### src/rtl/tape_arb_pkg.sv
// Shared types and defaults for the tape/CPU main-RAM arbiter.
package tape_arb_pkg;

  typedef enum logic [1:0] {
    IDLE      = 2'd0,
    CPU_ISSUE = 2'd1,
    CPU_DONE  = 2'd2,
    TAPE_WR   = 2'd3
  } arb_state_t;

  typedef struct packed {
    logic [15:0] addr;
    logic [7:0]  data;
  } tape_entry_t;

  localparam int DEF_FIFO_DEPTH = 4;
  localparam int DEF_MAX_WAIT   = 8;

endpackage

### src/rtl/tape_ram_arbiter_if.sv
// CPU, loader and RAM bus signals of the tape/CPU RAM arbiter.
interface tape_ram_arbiter_if;
  logic        cpu_req;
  logic        cpu_we;
  logic [15:0] cpu_addr;
  logic [7:0]  cpu_din;
  logic [7:0]  cpu_dout;
  logic        cpu_ack;
  logic        tape_wr;
  logic [15:0] tape_addr;
  logic [7:0]  tape_dout;
  logic        tape_complete;
  logic        tape_ready;
  logic        tape_drained;
  logic        tape_overflow;
  logic [15:0] ram_addr;
  logic        ram_we;
  logic [7:0]  ram_din;
  logic [7:0]  ram_q;

  modport slave (
    input  cpu_req, cpu_we, cpu_addr, cpu_din,
    input  tape_wr, tape_addr, tape_dout, tape_complete,
    input  ram_q,
    output cpu_dout, cpu_ack,
    output tape_ready, tape_drained, tape_overflow,
    output ram_addr, ram_we, ram_din
  );

  modport master (
    output cpu_req, cpu_we, cpu_addr, cpu_din,
    output tape_wr, tape_addr, tape_dout, tape_complete,
    output ram_q,
    input  cpu_dout, cpu_ack,
    input  tape_ready, tape_drained, tape_overflow,
    input  ram_addr, ram_we, ram_din
  );
endinterface

### src/rtl/tape_wr_fifo.sv
// Synchronous FIFO of loader writes; a push while full is dropped even if a pop
// happens on the same edge.
module tape_wr_fifo
  import tape_arb_pkg::*;
#(
  parameter int DEPTH = DEF_FIFO_DEPTH
) (
  input  logic        clk,
  input  logic        reset_n,
  input  logic        push,
  input  logic        pop,
  input  tape_entry_t din,
  output tape_entry_t dout,
  output logic        full,
  output logic        empty
);

  localparam int PW = $clog2(DEPTH);

  tape_entry_t    mem [DEPTH];
  logic [PW-1:0]  wr_ptr;
  logic [PW-1:0]  rd_ptr;
  logic [PW:0]    count;
  logic           do_push;
  logic           do_pop;

  assign full    = (count == (PW+1)'(DEPTH));
  assign empty   = (count == '0);
  assign do_push = push && !full;
  assign do_pop  = pop && !empty;
  assign dout    = mem[rd_ptr];

  always_ff @(posedge clk) begin
    if (do_push) mem[wr_ptr] <= din;
  end

  always_ff @(posedge clk or negedge reset_n) begin
    if (!reset_n) begin
      wr_ptr <= '0;
      rd_ptr <= '0;
      count  <= '0;
    end else begin
      if (do_push) wr_ptr <= wr_ptr + 1'b1;
      if (do_pop)  rd_ptr <= rd_ptr + 1'b1;
      count <= count + {{PW{1'b0}}, do_push} - {{PW{1'b0}}, do_pop};
    end
  end

endmodule

### src/rtl/tape_ram_arbiter.sv
// Shares single-port main RAM between CPU accesses and buffered loader writes.
// Optional macro TAPE_RANGE_GUARD_EN drops loader writes outside [GUARD_LO, GUARD_HI].
//
// state     | meaning
// IDLE      | evaluate grant
// CPU_ISSUE | RAM samples the CPU command
// CPU_DONE  | capture ram_q, pulse ack
// TAPE_WR   | RAM samples the tape write
module tape_ram_arbiter
  import tape_arb_pkg::*;
#(
  parameter int FIFO_DEPTH = DEF_FIFO_DEPTH,
  parameter int MAX_WAIT   = DEF_MAX_WAIT
`ifdef TAPE_RANGE_GUARD_EN
  ,
  parameter logic [15:0] GUARD_LO = 16'h0400,
  parameter logic [15:0] GUARD_HI = 16'hBFFF
`endif
) (
  input  logic               clk,
  input  logic               reset_n,
  tape_ram_arbiter_if.slave  bus
`ifdef TAPE_RANGE_GUARD_EN
  ,
  output logic               tape_range_err
`endif
);

  localparam int SW = $clog2(MAX_WAIT + 1);

  arb_state_t   state_q, state_d;
  logic         tape_grant, cpu_grant;
  logic [SW-1:0] starve_q;
  logic         fifo_full, fifo_empty;
  logic         push_ok;
  tape_entry_t  head, push_entry;
  logic [15:0]  ram_addr_q;
  logic         ram_we_q;
  logic [7:0]   ram_din_q;
  logic [7:0]   cpu_dout_q;
  logic         cpu_ack_q;
  logic         is_write_q;
  logic         complete_q;
  logic         done_pending_q;
  logic         overflow_q;
  logic         drained;

`ifdef TAPE_RANGE_GUARD_EN
  logic in_range;
  logic range_err_q;
  assign in_range       = (bus.tape_addr >= GUARD_LO) && (bus.tape_addr <= GUARD_HI);
  assign push_ok        = bus.tape_wr && in_range;
  assign tape_range_err = range_err_q;

  always_ff @(posedge clk or negedge reset_n) begin
    if (!reset_n)                      range_err_q <= 1'b0;
    else if (bus.tape_wr && !in_range) range_err_q <= 1'b1;
  end
`else
  assign push_ok = bus.tape_wr;
`endif

  assign push_entry = '{addr: bus.tape_addr, data: bus.tape_dout};

  tape_wr_fifo #(.DEPTH(FIFO_DEPTH)) u_fifo (
    .clk     (clk),
    .reset_n (reset_n),
    .push    (push_ok),
    .pop     (tape_grant),
    .din     (push_entry),
    .dout    (head),
    .full    (fifo_full),
    .empty   (fifo_empty)
  );

  always_comb begin
    state_d    = state_q;
    tape_grant = 1'b0;
    cpu_grant  = 1'b0;
    case (state_q)
      IDLE: begin
        if (!fifo_empty && (starve_q >= SW'(MAX_WAIT))) begin
          tape_grant = 1'b1;
          state_d    = TAPE_WR;
        end else if (bus.cpu_req) begin
          cpu_grant = 1'b1;
          state_d   = CPU_ISSUE;
        end else if (!fifo_empty) begin
          tape_grant = 1'b1;
          state_d    = TAPE_WR;
        end
      end
      CPU_ISSUE: state_d = CPU_DONE;
      CPU_DONE:  state_d = IDLE;
      TAPE_WR:   state_d = IDLE;
      default:   state_d = IDLE;
    endcase
  end

  // Drained only once the last popped byte has left the TAPE_WR slot.
  assign drained = done_pending_q && fifo_empty && (state_q != TAPE_WR);

  always_ff @(posedge clk or negedge reset_n) begin
    if (!reset_n) begin
      state_q        <= IDLE;
      ram_addr_q     <= '0;
      ram_we_q       <= 1'b0;
      ram_din_q      <= '0;
      cpu_dout_q     <= '0;
      cpu_ack_q      <= 1'b0;
      is_write_q     <= 1'b0;
      starve_q       <= '0;
      complete_q     <= 1'b0;
      done_pending_q <= 1'b0;
      overflow_q     <= 1'b0;
    end else begin
      state_q   <= state_d;
      cpu_ack_q <= 1'b0;
      if (tape_grant) begin
        ram_addr_q <= head.addr;
        ram_din_q  <= head.data;
        ram_we_q   <= 1'b1;
      end else if (cpu_grant) begin
        ram_addr_q <= bus.cpu_addr;
        ram_din_q  <= bus.cpu_din;
        ram_we_q   <= bus.cpu_we;
        is_write_q <= bus.cpu_we;
      end else begin
        ram_we_q <= 1'b0;
      end
      if (state_q == CPU_DONE) begin
        cpu_ack_q <= 1'b1;
        if (!is_write_q) cpu_dout_q <= bus.ram_q;
      end
      if (fifo_empty || tape_grant)
        starve_q <= '0;
      else if ((state_q != TAPE_WR) && (starve_q < SW'(MAX_WAIT)))
        starve_q <= starve_q + 1'b1;
      complete_q <= bus.tape_complete;
      if (drained) done_pending_q <= 1'b0;
      if (bus.tape_complete && !complete_q) done_pending_q <= 1'b1;
      if (push_ok && fifo_full) overflow_q <= 1'b1;
    end
  end

  assign bus.ram_addr      = ram_addr_q;
  assign bus.ram_we        = ram_we_q;
  assign bus.ram_din       = ram_din_q;
  assign bus.cpu_dout      = cpu_dout_q;
  assign bus.cpu_ack       = cpu_ack_q;
  assign bus.tape_ready    = !fifo_full;
  assign bus.tape_drained  = drained;
  assign bus.tape_overflow = overflow_q;

endmodule

### src/flat_wrapper.sv
// flat-port wrapper written by rule: the top's interface ports become plain ports
module tape_ram_arbiter_flat import tape_arb_pkg::*;
#(
  parameter int FIFO_DEPTH = DEF_FIFO_DEPTH,
  parameter int MAX_WAIT   = DEF_MAX_WAIT

)
  (clk, reset_n, bus_cpu_req, bus_cpu_we, bus_cpu_addr, bus_cpu_din, bus_tape_wr, bus_tape_addr, bus_tape_dout, bus_tape_complete, bus_ram_q, bus_cpu_dout, bus_cpu_ack, bus_tape_ready, bus_tape_drained, bus_tape_overflow, bus_ram_addr, bus_ram_we, bus_ram_din);
  tape_ram_arbiter_if bus_i ();
  input  logic clk;
  input  logic reset_n;
  input wire logic [$bits(bus_i.cpu_req)-1:0] bus_cpu_req;
  input wire logic [$bits(bus_i.cpu_we)-1:0] bus_cpu_we;
  input wire logic [$bits(bus_i.cpu_addr)-1:0] bus_cpu_addr;
  input wire logic [$bits(bus_i.cpu_din)-1:0] bus_cpu_din;
  input wire logic [$bits(bus_i.tape_wr)-1:0] bus_tape_wr;
  input wire logic [$bits(bus_i.tape_addr)-1:0] bus_tape_addr;
  input wire logic [$bits(bus_i.tape_dout)-1:0] bus_tape_dout;
  input wire logic [$bits(bus_i.tape_complete)-1:0] bus_tape_complete;
  input wire logic [$bits(bus_i.ram_q)-1:0] bus_ram_q;
  output wire logic [$bits(bus_i.cpu_dout)-1:0] bus_cpu_dout;
  output wire logic [$bits(bus_i.cpu_ack)-1:0] bus_cpu_ack;
  output wire logic [$bits(bus_i.tape_ready)-1:0] bus_tape_ready;
  output wire logic [$bits(bus_i.tape_drained)-1:0] bus_tape_drained;
  output wire logic [$bits(bus_i.tape_overflow)-1:0] bus_tape_overflow;
  output wire logic [$bits(bus_i.ram_addr)-1:0] bus_ram_addr;
  output wire logic [$bits(bus_i.ram_we)-1:0] bus_ram_we;
  output wire logic [$bits(bus_i.ram_din)-1:0] bus_ram_din;
  assign bus_i.cpu_req = bus_cpu_req;
  assign bus_i.cpu_we = bus_cpu_we;
  assign bus_i.cpu_addr = bus_cpu_addr;
  assign bus_i.cpu_din = bus_cpu_din;
  assign bus_i.tape_wr = bus_tape_wr;
  assign bus_i.tape_addr = bus_tape_addr;
  assign bus_i.tape_dout = bus_tape_dout;
  assign bus_i.tape_complete = bus_tape_complete;
  assign bus_i.ram_q = bus_ram_q;
  assign bus_cpu_dout = bus_i.cpu_dout;
  assign bus_cpu_ack = bus_i.cpu_ack;
  assign bus_tape_ready = bus_i.tape_ready;
  assign bus_tape_drained = bus_i.tape_drained;
  assign bus_tape_overflow = bus_i.tape_overflow;
  assign bus_ram_addr = bus_i.ram_addr;
  assign bus_ram_we = bus_i.ram_we;
  assign bus_ram_din = bus_i.ram_din;
  tape_ram_arbiter #(.FIFO_DEPTH(FIFO_DEPTH), .MAX_WAIT(MAX_WAIT)) u_core (.clk(clk), .reset_n(reset_n), .bus(bus_i));
endmodule
### config.mk
export PLATFORM = sky130hd
export DESIGN_NAME = tape_ram_arbiter_flat
export DESIGN_NICKNAME = d
export VERILOG_FILES = /design/src/rtl/tape_arb_pkg.sv /design/src/rtl/tape_ram_arbiter_if.sv /design/src/rtl/tape_wr_fifo.sv /design/src/rtl/tape_ram_arbiter.sv /design/src/flat_wrapper.sv
export SDC_FILE = /design/constraint.sdc
export NUM_CORES = 1
export LEC_CHECK = 0
export ABC_AREA = 0
export CELL_PAD_IN_SITES_DETAIL_PLACEMENT = 1
export CELL_PAD_IN_SITES_GLOBAL_PLACEMENT = 1
export CORE_UTILIZATION = 35
export CTS_CLUSTER_DIAMETER = 30
export DETAILED_ROUTE_END_ITERATION = 6
export GPL_TIMING_DRIVEN = 1
export PLACE_DENSITY = 0.73
export SYNTH_ARGS = -nofsm -noshare
export SYNTH_HDL_FRONTEND = slang
export SYNTH_SLANG_ARGS = --single-unit
### constraint.sdc
create_clock -name clk -period 2.25 [get_ports clk]
set_input_delay 0.5625 -clock clk [delete_from_list [all_inputs] [get_ports clk]]
set_output_delay 0.5625 -clock clk [all_outputs]
set_load 0.01 [all_outputs]
==> metrics.yaml, run 1 <==
synthesis:
  synth_compound_area_frac: 0.0883
  yosys.area_share.simple: 0.0510
  syn_nets: 448
  synth_xor_area_frac: 0.00871
  synth_top_area_cell: "edfxtp_1"
  yosysSeqAreaShare: 0.689
  yosys_warnings: 0
  postSynthAreaPerCell_sq_um: 16.0
  ys_top_cells_by_count: "96 x edfxtp_1, 51 x dfrtp_1, 29 x a21oi_1"
  synth_edf_count: 96
  async_flop_share: 0.347
  synth_top_family_by_area: "multiplexers"
  synth_top_cell_area_share: 0.478
  synth.ff_latch_count: 147
  synth_cell_types: 35
  netlist_area_sq_um: 6030
  synth_area_leaders: "edfxtp_1 48%, dfrtp_1 21%, mux4_2 9.0%"
  synth_cells: 377
  synth_most_common_cell: "edfxtp_1"
  synth.area.mux_share: 0.108
  synth-adder-area-share: 0.0199
  synth_top_flop_cell: "edfxtp_1"
sta:
  relSlewSlack: 0.548
  hold_viol_final: 0
  fmax_mhz: 461
  worstMarginPinSlew_ns: 0.678
  fin_worst_skew_ns: 0.00949
  rsz0062_at_grt: "no"
  setup_tns_ns: 0
  drv_slew: 0
  setup_slack_ns: 0.0824
  setup_viol_count_final: 0
  period_minus_slack_ns: 2.17
  period_share: 0.963
finish:
  synthToLayoutAreaGrowth_pct: 32.6
  fin_util: 0.479
  final_nets: 560
  drive_gt1_frac: 0.204
grt:
  grt_pass1_wl_microns: 23100
  grt-ovfl-total: 0
  antenna_found_initial: 1
  grt_util_met3: 0.0441
  track_usage: 0.174
  use_met2: 0.288
  grt_max_degree: 52
  grt.busiest_layer: "met2"
  grt_pass1_vias: 4197
  use_met1: 0.216
detailed_routing:
  ant_nets: 0
  route.detailed.drc: 0
  routed_via_density: 5.24
  vias: 3782
  drt-total-wl_microns: 14400
  dr.pass1.iters: 6
  avgRoutedWirePerCell_microns: 20.0
  first_iter_violations: 149
die:
  start_util: 0.361
  io_pins: 99
  core_sq_um: 16700
  die_h_microns: 133
  fp.dieW_microns: 133
  die_area_sq_um: 17800
  num_rows: 47
critical_path:
  timing.rr.start: "u_core.u_fifo.count[1]"
  crit_end: "u_core.u_fifo.count[2]"
  crit_slowest_cell: "clkdlybuf4s50_1"
  critPathLaunch: "bus_cpu_req"
  cp-start-kind: "primary input"
  worstPathRequired_ns: 2.55
  timing.rr.end: "u_core.u_fifo.count[2]"
  end_kind: "flop"
  r2r_cells: 9
  worstPathArrival_ns: 2.47
  cp_max_fo: 2
  reg2reg_setup_slack_ns: 0.09
  crit_type: "in -> reg"
  max_stage_delay_ns: 0.49
  cpMostUsedCell: "ha_1"
  cp_cell_sequence: "clkdlybuf4s50_1 > nor2b_4 > nor3_2 > ha_1 > inv_1 > ha_1 > fa_1 > xor2_2 > xnor2_1"
clock_tree:
  clkTransAtPathRegs_ns: 0.06
  cts_root_buffer: "clkbuf_16"
  clk_path_buf_depth: 2
  cts_hold_buf: 0
  cts_buffers: 17
  h-tree-depth: 4
  cts_tree: "built"
  clk_latency_ns: 0.41
  clkSinkCount: 147
flow_run:
  drv_cap: 0
placement:
  pre_cts_slack_ns: -0.399
  place_congestion: 0.762
  post-dp-hpwl_microns: 9510
  io_buffers: 98
run_status:
  status: "completed"
power_and_ir_drop:
  ir_drop_uv: 795
  power_density_nw_per_um2: 1370
  power.leakage_nw: 2.85
worst_hold_path:
  hold_class: "in -> async"
## flip-flops by register name, summed over array words and instances, names as in the netlist
name,cells
u_core.u_fifo.mem,96
u_core.bus.ram_addr,16
u_core.bus.cpu_dout,8
u_core.bus.ram_din,8
u_core.starve_q,4
u_core.u_fifo.count,3
u_core.state_q,2
u_core.u_fifo.rd_ptr,2
u_core.u_fifo.wr_ptr,2
u_core.bus.cpu_ack,1
u_core.bus.ram_we,1
u_core.bus.tape_overflow,1
u_core.complete_q,1
u_core.done_pending_q,1
u_core.is_write_q,1
## timing repair
item                                    in CTS  in global routing
pin swaps                                    1                  0
resized for setup                            2                  4
endpoints found under the setup margin       1                  2
buffers inserted                             2                  0
## area by class of cell
class | count | area [sq um]
Inverter | 11 | 41.3
Tap cell | 220 | 275
Multi-Input combinational cell | 186 | 1710
Antenna cell | 1 | 2.50
Sequential cell | 147 | 4160
Clock buffer | 17 | 425
Clock inverter | 14 | 116
Fill cell | 1645 | 8700
Timing Repair Buffer | 126 | 1270
## cells by family (layout without fill, tap and decap cells)
kind of cell,after synthesis,after routing
XOR/XNOR,6,6
AO/OA/AOI/OAI,85,85
adder cells (fa/ha/maj),9,9
AND/OR/NAND/NOR,52,52
multiplexers,34,34
other,0,1
buffers and inverters,44,168
flip-flops,147,147
## power breakdown
group / leakage [nW] / internal (W) / switching (W)
Combinational: 1.12 / 0.00208 / 0.00219
Sequential: 1.47 / 0.00375 / 0.000390
Clock: 0.264 / 0.00150 / 0.00108
Total: 2.85 / 0.00733 / 0.00365
## worst min path at each step
stage | startpoint | to | cells past startpoint
6_report | reset_n | u_core.bus.ram_din[4] | 2
5_1_grt | reset_n | u_core.bus.ram_din[4] | 2
4_1_cts | reset_n | u_core.bus.ram_din[4] | 2
3_5_place_dp | u_core.bus.tape_overflow | u_core.bus.tape_overflow | 1
3_3_place_gp | u_core.bus.tape_overflow | u_core.bus.tape_overflow | 1
2_1_floorplan | reset_n | u_core.bus.cpu_ack | 0
## stage by stage
| stage | std cells | power, W | instance area, sq um | hold WS, ns |
|---|---|---|---|---|
| finish | 722 | 0.0110 | 8000 | 0.261 |
| CTS | 721 | 0.0111 | 7980 | 0.282 |
| global route | 722 | 0.0116 | 8000 | 0.313 |
| global placement | 688 | 0.00825 | 7420 | 0.458 |
| detailed placement | 688 | 0.00843 | 7420 | 0.467 |
| floorplan | 377 | 0.00658 | 6040 | 0.267 |
## cell usage in the layout (no fill, tap or decap), drive strengths merged, types with 8 or more instances in the layout
cell / Yosys / layout
nand4: 26 / 26
dfrtp: 51 / 51
mux2: 10 / 10
a31oi: 24 / 24
buf: 10 / 29
mux4: 24 / 24
edfxtp: 96 / 96
clkbuf: 23 / 17
clkinv: 0 / 10
ha: 8 / 8
inv: 11 / 12
o31ai: 24 / 24
a21oi: 29 / 29
clkdlybuf4s50: 0 / 95
## per-layer routing
metal	vias to the layer above	routed length [microns]
li1	1714	-
met1	1930	6030
met2	111	7430
met3	27	606
met4	0	358
met5	-	0
## worst max-delay path: cells and delay by family
kind,cells,cell delay [ns]
XOR/XNOR,2,0.30
buffers and inverters,2,0.53
adder cells (fa/ha/maj),3,0.84
AND/OR/NAND/NOR,2,0.23
No activity file was read; power rests on OpenSTA's default activity.
==> run 2, diff against run 1 <==
Settings changed: CELL_PAD_IN_SITES_DETAIL_PLACEMENT 1 to default, CELL_PAD_IN_SITES_GLOBAL_PLACEMENT 1 to default, DONT_BUFFER_PORTS from default to 1, PLACE_DENSITY 0.73 to 0.56.
==> run 2 against run 1 <==
Critical path depth fell by 6. Clock power rose by 7.8%. Sequential share of layout area rose by 7.3 points. Non-clock buffer count fell by 102. Critical endpoint is now bus_tape_drained. Highest routed layer unchanged.
==> metrics.yaml, run 2 (synthesis results as in run 1) <==
die:
  core_sq_um: 16700
  num_rows: 47
  die_area_sq_um: 17800
  start_util: 0.361
  die_h_microns: 133
  io_pins: 99
  fp.dieW_microns: 133
finish:
  synthToLayoutAreaGrowth_pct: 16.5
  drive_gt1_frac: 0.245
  largest-register: "u_core.u_fifo.mem"
  largest_reg_flops: 96
  antennaDiodeCount: 0
  layout_commonest_cell: "edfxtp_1"
  final_nets: 458
  layout_common_cells: "96 x edfxtp_1, 48 x dfrtp_1, 29 x a21oi_1"
critical_path:
  cp_max_fo: 27
  timing.rr.end: "u_core.u_fifo.count[2]"
  cp-start-kind: "flop"
  reg2reg_setup_slack_ns: 0.11
  crit_type: "reg -> out"
  cp_cell_sequence: "nor3_4 > buf_12 > and3_1"
  worstPathArrival_ns: 1.61
  crit_slowest_cell: "dfrtp_2"
  worstPathRequired_ns: 1.69
  end_kind: "primary output"
  timing.rr.start: "u_core.u_fifo.count[1]"
  r2r_cells: 8
  max_stage_delay_ns: 0.45
sta:
  worstMarginPinSlew_ns: 0.402
  setup_slack_ns: 0.0816
  relSlewSlack: 0.729
  drv_slew: 0
  fmax_mhz: 461
  setup_tns_ns: 0
  hold_viol_final: 0
  period_share: 0.964
  rsz0062_at_grt: "no"
  setup_viol_count_final: 0
  period_minus_slack_ns: 2.17
  fin_worst_skew_ns: 0.00493
clock_tree:
  cts_buffers: 17
  clk_latency_ns: 0.42
  clkTransAtPathRegs_ns: 0.06
  cts_tree: "built"
  cts_root_buffer: "clkbuf_16"
  clk_path_buf_depth: 2
  cts_setup_buffers: 0
  h-tree-depth: 4
  clkSinkCount: 147
worst_hold_path:
  hold_path.startpoint: "bus_tape_complete"
  hold_class: "in -> reg"
  hold_end: "u_core.complete_q"
  worstHoldPathCells: 0
detailed_routing:
  first_iter_violations: 146
  route.detailed.drc: 0
  ant_nets: 0
  highest_layer: "met4"
  route.met3.wl_microns: 816
  dr.pass1.iters: 6
  wl_met1_microns: 5760
  vias: 3351
  routed_via_density: 5.40
  avgRoutedWirePerCell_microns: 21.7
  wl_met2_microns: 6730
  drt-total-wl_microns: 13500
grt:
  grt_max_degree: 52
  grt_pass1_vias: 3550
  track_usage: 0.161
  grt_pass1_wl_microns: 20900
  grt-ovfl-total: 0
  antenna_found_initial: 0
run_status:
  status: "completed"
power_and_ir_drop:
  ir_drop_uv: 557
  power.leakage_nw: 2.43
  power_density_nw_per_um2: 1470
placement:
  io_buffers: 0
  pre_cts_slack_ns: 0.0512
  post-dp-hpwl_microns: 8550
  place_congestion: 0.745
flow_run:
  drv_cap: 0
-- run 2: changes by cell type in the layout (fill, tap and decap cells not counted), moves of 2 or more --
cell / delta
buf_4: -5
clkdlybuf4s50_1: -95
clkinv_2: -3
clkinv_4: -2
clkinvlp_4: +4
dfrtp_1: -3
dfrtp_2: +3
inv_6: +2
-- run 2: critical path: cells and delay by family (launching register included) --
kind,cells,cell delay (ns)
buffers and inverters,1,0.22
flip-flops,1,0.45
AND/OR/NAND/NOR,2,0.51
-- run 2: how the worst max path moves through the flow --
stage / from / to / slack (ns)
floorplan: bus_cpu_req / u_core.u_fifo.count[2] / 0.02
global placement: u_core.u_fifo.count[1] / u_core.u_fifo.count[2] / 0.17
detailed placement: u_core.u_fifo.count[1] / u_core.u_fifo.count[2] / 0.05
CTS: u_core.u_fifo.count[2] / bus_tape_drained / 0.01
global route: u_core.u_fifo.count[0] / u_core.u_fifo.count[2] / 0.009
finish: u_core.u_fifo.count[1] / bus_tape_drained / 0.08
-- run 2: through the flow --
step | utilization | instance area (sq um) | hold WS [ns] | power, W | std cells
3_3_place_gp | 0.383 | 6390 | 0.268 | 0.00752 | 586
5_1_grt | 0.421 | 7030 | 0.149 | 0.0109 | 620
6_report | 0.421 | 7030 | 0.165 | 0.0103 | 620
4_1_cts | 0.421 | 7030 | 0.147 | 0.0105 | 620
2_1_floorplan | - | 6040 | 0.267 | 0.00658 | 377
3_5_place_dp | 0.383 | 6390 | 0.268 | 0.00762 | 586
-- run 2: metal layers --
metal | vias to the layer above | GRT usage
met5 | - | 0
met4 | 0 | 0.0619
met3 | 15 | 0.0578
met2 | 81 | 0.264
met1 | 1742 | 0.195
li1 | 1513 | -
-- run 2: repair_timing --
| action | CTS | global route |
|---|---|---|
| gates resized for setup | 3 | 2 |
| endpoints found under the setup margin | 1 | 2 |
| hold endpoints to repair | 51 | 0 |
| pin swaps | 0 | 1 |
| hold buffers | 2 | 0 |
-- run 2: final cells by class --
| class | count | area, sq um |
|---|---|---|
| Clock buffer | 17 | 425 |
| Clock inverter | 15 | 158 |
| Fill cell | 1507 | 9670 |
| Inverter | 11 | 41.3 |
| Multi-Input combinational cell | 186 | 1690 |
| Sequential cell | 147 | 4160 |
| Tap cell | 220 | 275 |
| Timing Repair Buffer | 24 | 278 |
-- run 2: where the power goes --
group	total [W]	internal (W)	switching (W)
Combinational	0.00322	0.00140	0.00182
Clock	0.00278	0.00164	0.00114
Sequential	0.00434	0.00375	0.000586
Total	0.0103	0.00678	0.00355
==> run 3, diff against run 2 <==
Settings changed: CORE_ASPECT_RATIO from default to 1.1.
==> run 3 against run 2 <==
Wire length shrank 3.5%. Clock power grew 6%. Maximum frequency grew 0.96%. Critical path depth is the same. Cell count grew 0.97%. Register-to-register slack gained 0.04 ns. Non-clock buffer count shrank 2. Critical endpoint unchanged. Hold slack gained 0.012 ns. Critical path type unchanged. Power grew 1.4%.
==> metrics.yaml, run 3 (synthesis results as in run 1) <==
placement:
  pre_cts_slack_ns: 0.0639
  post-dp-hpwl_microns: 8260
  io_buffers: 0
  place_congestion: 0.777
critical_path:
  reg2reg_setup_slack_ns: 0.15
  crit_end: "bus_tape_drained"
  cp_cell_sequence: "nor3_4 > buf_12 > and3_1"
  timing.rr.end: "u_core.u_fifo.count[2]"
  cp.depth: 3
  cp_top_family: "simple AND/OR/NAND/NOR gates"
  cp-start-kind: "flop"
  max_stage_delay_ns: 0.44
  cp.buffers_inverters: 1
  critPathLaunch: "u_core.u_fifo.count[1]"
  end_kind: "primary output"
  r2r_cells: 8
  cp_max_fo: 27
  worstPathRequired_ns: 1.69
  crit_slowest_cell: "dfrtp_2"
  timing.rr.start: "u_core.u_fifo.count[1]"
  worstPathArrival_ns: 1.59
  crit_type: "reg -> out"
finish:
  fin_util: 0.426
  regArea_sq_um: 4160
  final_nets: 456
  largest_reg_flops: 96
  layout_commonest_cell: "edfxtp_1"
  layout_common_cells: "96 x edfxtp_1, 47 x dfrtp_1, 29 x a21oi_1"
  largest-register: "u_core.u_fifo.mem"
  antennaDiodeCount: 0
  nFillCells: 1458
  synthToLayoutAreaGrowth_pct: 17.4
  multiInputGateArea_sq_um: 1690
  drive_gt1_frac: 0.247
power_and_ir_drop:
  power_density_nw_per_um2: 1480
  power.leakage_nw: 2.47
  ir_drop_uv: 569
  finalPower_w: 0.0105
worst_hold_path:
  hold_class: "in -> reg"
detailed_routing:
  ant_nets: 0
  routed_via_density: 5.40
  route.detailed.drc: 0
  drt-total-wl_microns: 13000
  vias: 3378
  dr.pass1.iters: 4
  first_iter_violations: 130
  avgRoutedWirePerCell_microns: 20.8
sta:
  fin_worst_skew_ns: 0.00667
  fmax_mhz: 466
  setup_viol_count_final: 0
  drv_slew: 0
  whs_ns: 0.178
  period_share: 0.955
  setup_slack_ns: 0.102
  relSlewSlack: 0.325
  worstMarginPinSlew_ns: 1.01
  hold_viol_final: 0
  setup_tns_ns: 0
  rsz0062_at_grt: "no"
  period_minus_slack_ns: 2.15
grt:
  antenna_found_initial: 0
  grt_pass1_wl_microns: 20300
  grt_pass1_vias: 3499
  grt-ovfl-total: 0
  track_usage: 0.156
  grt_max_degree: 52
clock_tree:
  clkTransAtPathRegs_ns: 0.06
  cts_buffers: 17
  clkSinkCount: 147
  cts_root_buffer: "clkbuf_16"
  cts_tree: "built"
  h-tree-depth: 4
  clk_path_buf_depth: 2
  clk_latency_ns: 0.41
die:
  die_area_sq_um: 17800
  die_h_microns: 140
  num_rows: 49
  fp.dieW_microns: 127
  core_sq_um: 16600
  io_pins: 99
  start_util: 0.363
flow_run:
  drv_cap: 0
run_status:
  status: "completed"
## run 3: repair_timing
action	CTS	global route
hold endpoints to repair	51	0
buffers inserted	0	2
pin swaps	0	1
hold buffers	2	0
gates resized for setup	2	5
setup endpoints to repair	1	2
## run 3: cell type report
type / count / share of cell area
sequential: 147 / 0.588
inverter: 11 / 0.00583
clock buffer: 17 / 0.0601
tap: 229 / 0.0405
timing repair buffer: 22 / 0.0389
clock inverter: 14 / 0.0281
multi-input combinational: 186 / 0.239
## run 3: how the worst min path moves through the flow
| stage | startpoint | endpoint | slack [ns] | cells after the start |
|---|---|---|---|---|
| 4_1_cts | bus_tape_complete | u_core.complete_q | 0.16 | 0 |
| 6_report | bus_tape_complete | u_core.complete_q | 0.18 | 0 |
| 5_1_grt | bus_tape_complete | u_core.complete_q | 0.15 | 0 |
| 3_3_place_gp | reset_n | u_core.bus.ram_din[3] | 0.27 | 0 |
| 2_1_floorplan | reset_n | u_core.bus.cpu_ack | 0.27 | 0 |
| 3_5_place_dp | reset_n | u_core.bus.ram_din[6] | 0.27 | 0 |
## run 3: metal layers
layer	global-route usage	wire length (microns)
met4	0.0576	144
met5	0	0
met2	0.253	6530
met3	0.0650	871
met1	0.186	5470
## run 3: through the flow
stage	cell area, sq um	std cells
4_1_cts	7040	624
3_3_place_gp	6370	591
2_1_floorplan	6040	377
5_1_grt	7080	626
6_report	7080	626
3_5_place_dp	6370	591
## run 3: worst reg2reg max path, cell delays in order, from the launching register on
cell and delay (ns):
dfrtp_2 0.44, nor3_4 0.27, nor3_2 0.10, ha_1 0.28, inv_1 0.04, ha_1 0.19, fa_1 0.39, xor2_1 0.17
xnor2_1 0.13
## run 3: report_power, final
group / switching (W) / internal, W / total (W) / leakage [nW]
Sequential: 0.000558 / 0.00375 / 0.00431 / 1.46
Combinational: 0.00182 / 0.00138 / 0.00321 / 0.695
Clock: 0.00110 / 0.00187 / 0.00296 / 0.305
Total: 0.00348 / 0.00700 / 0.0105 / 2.47
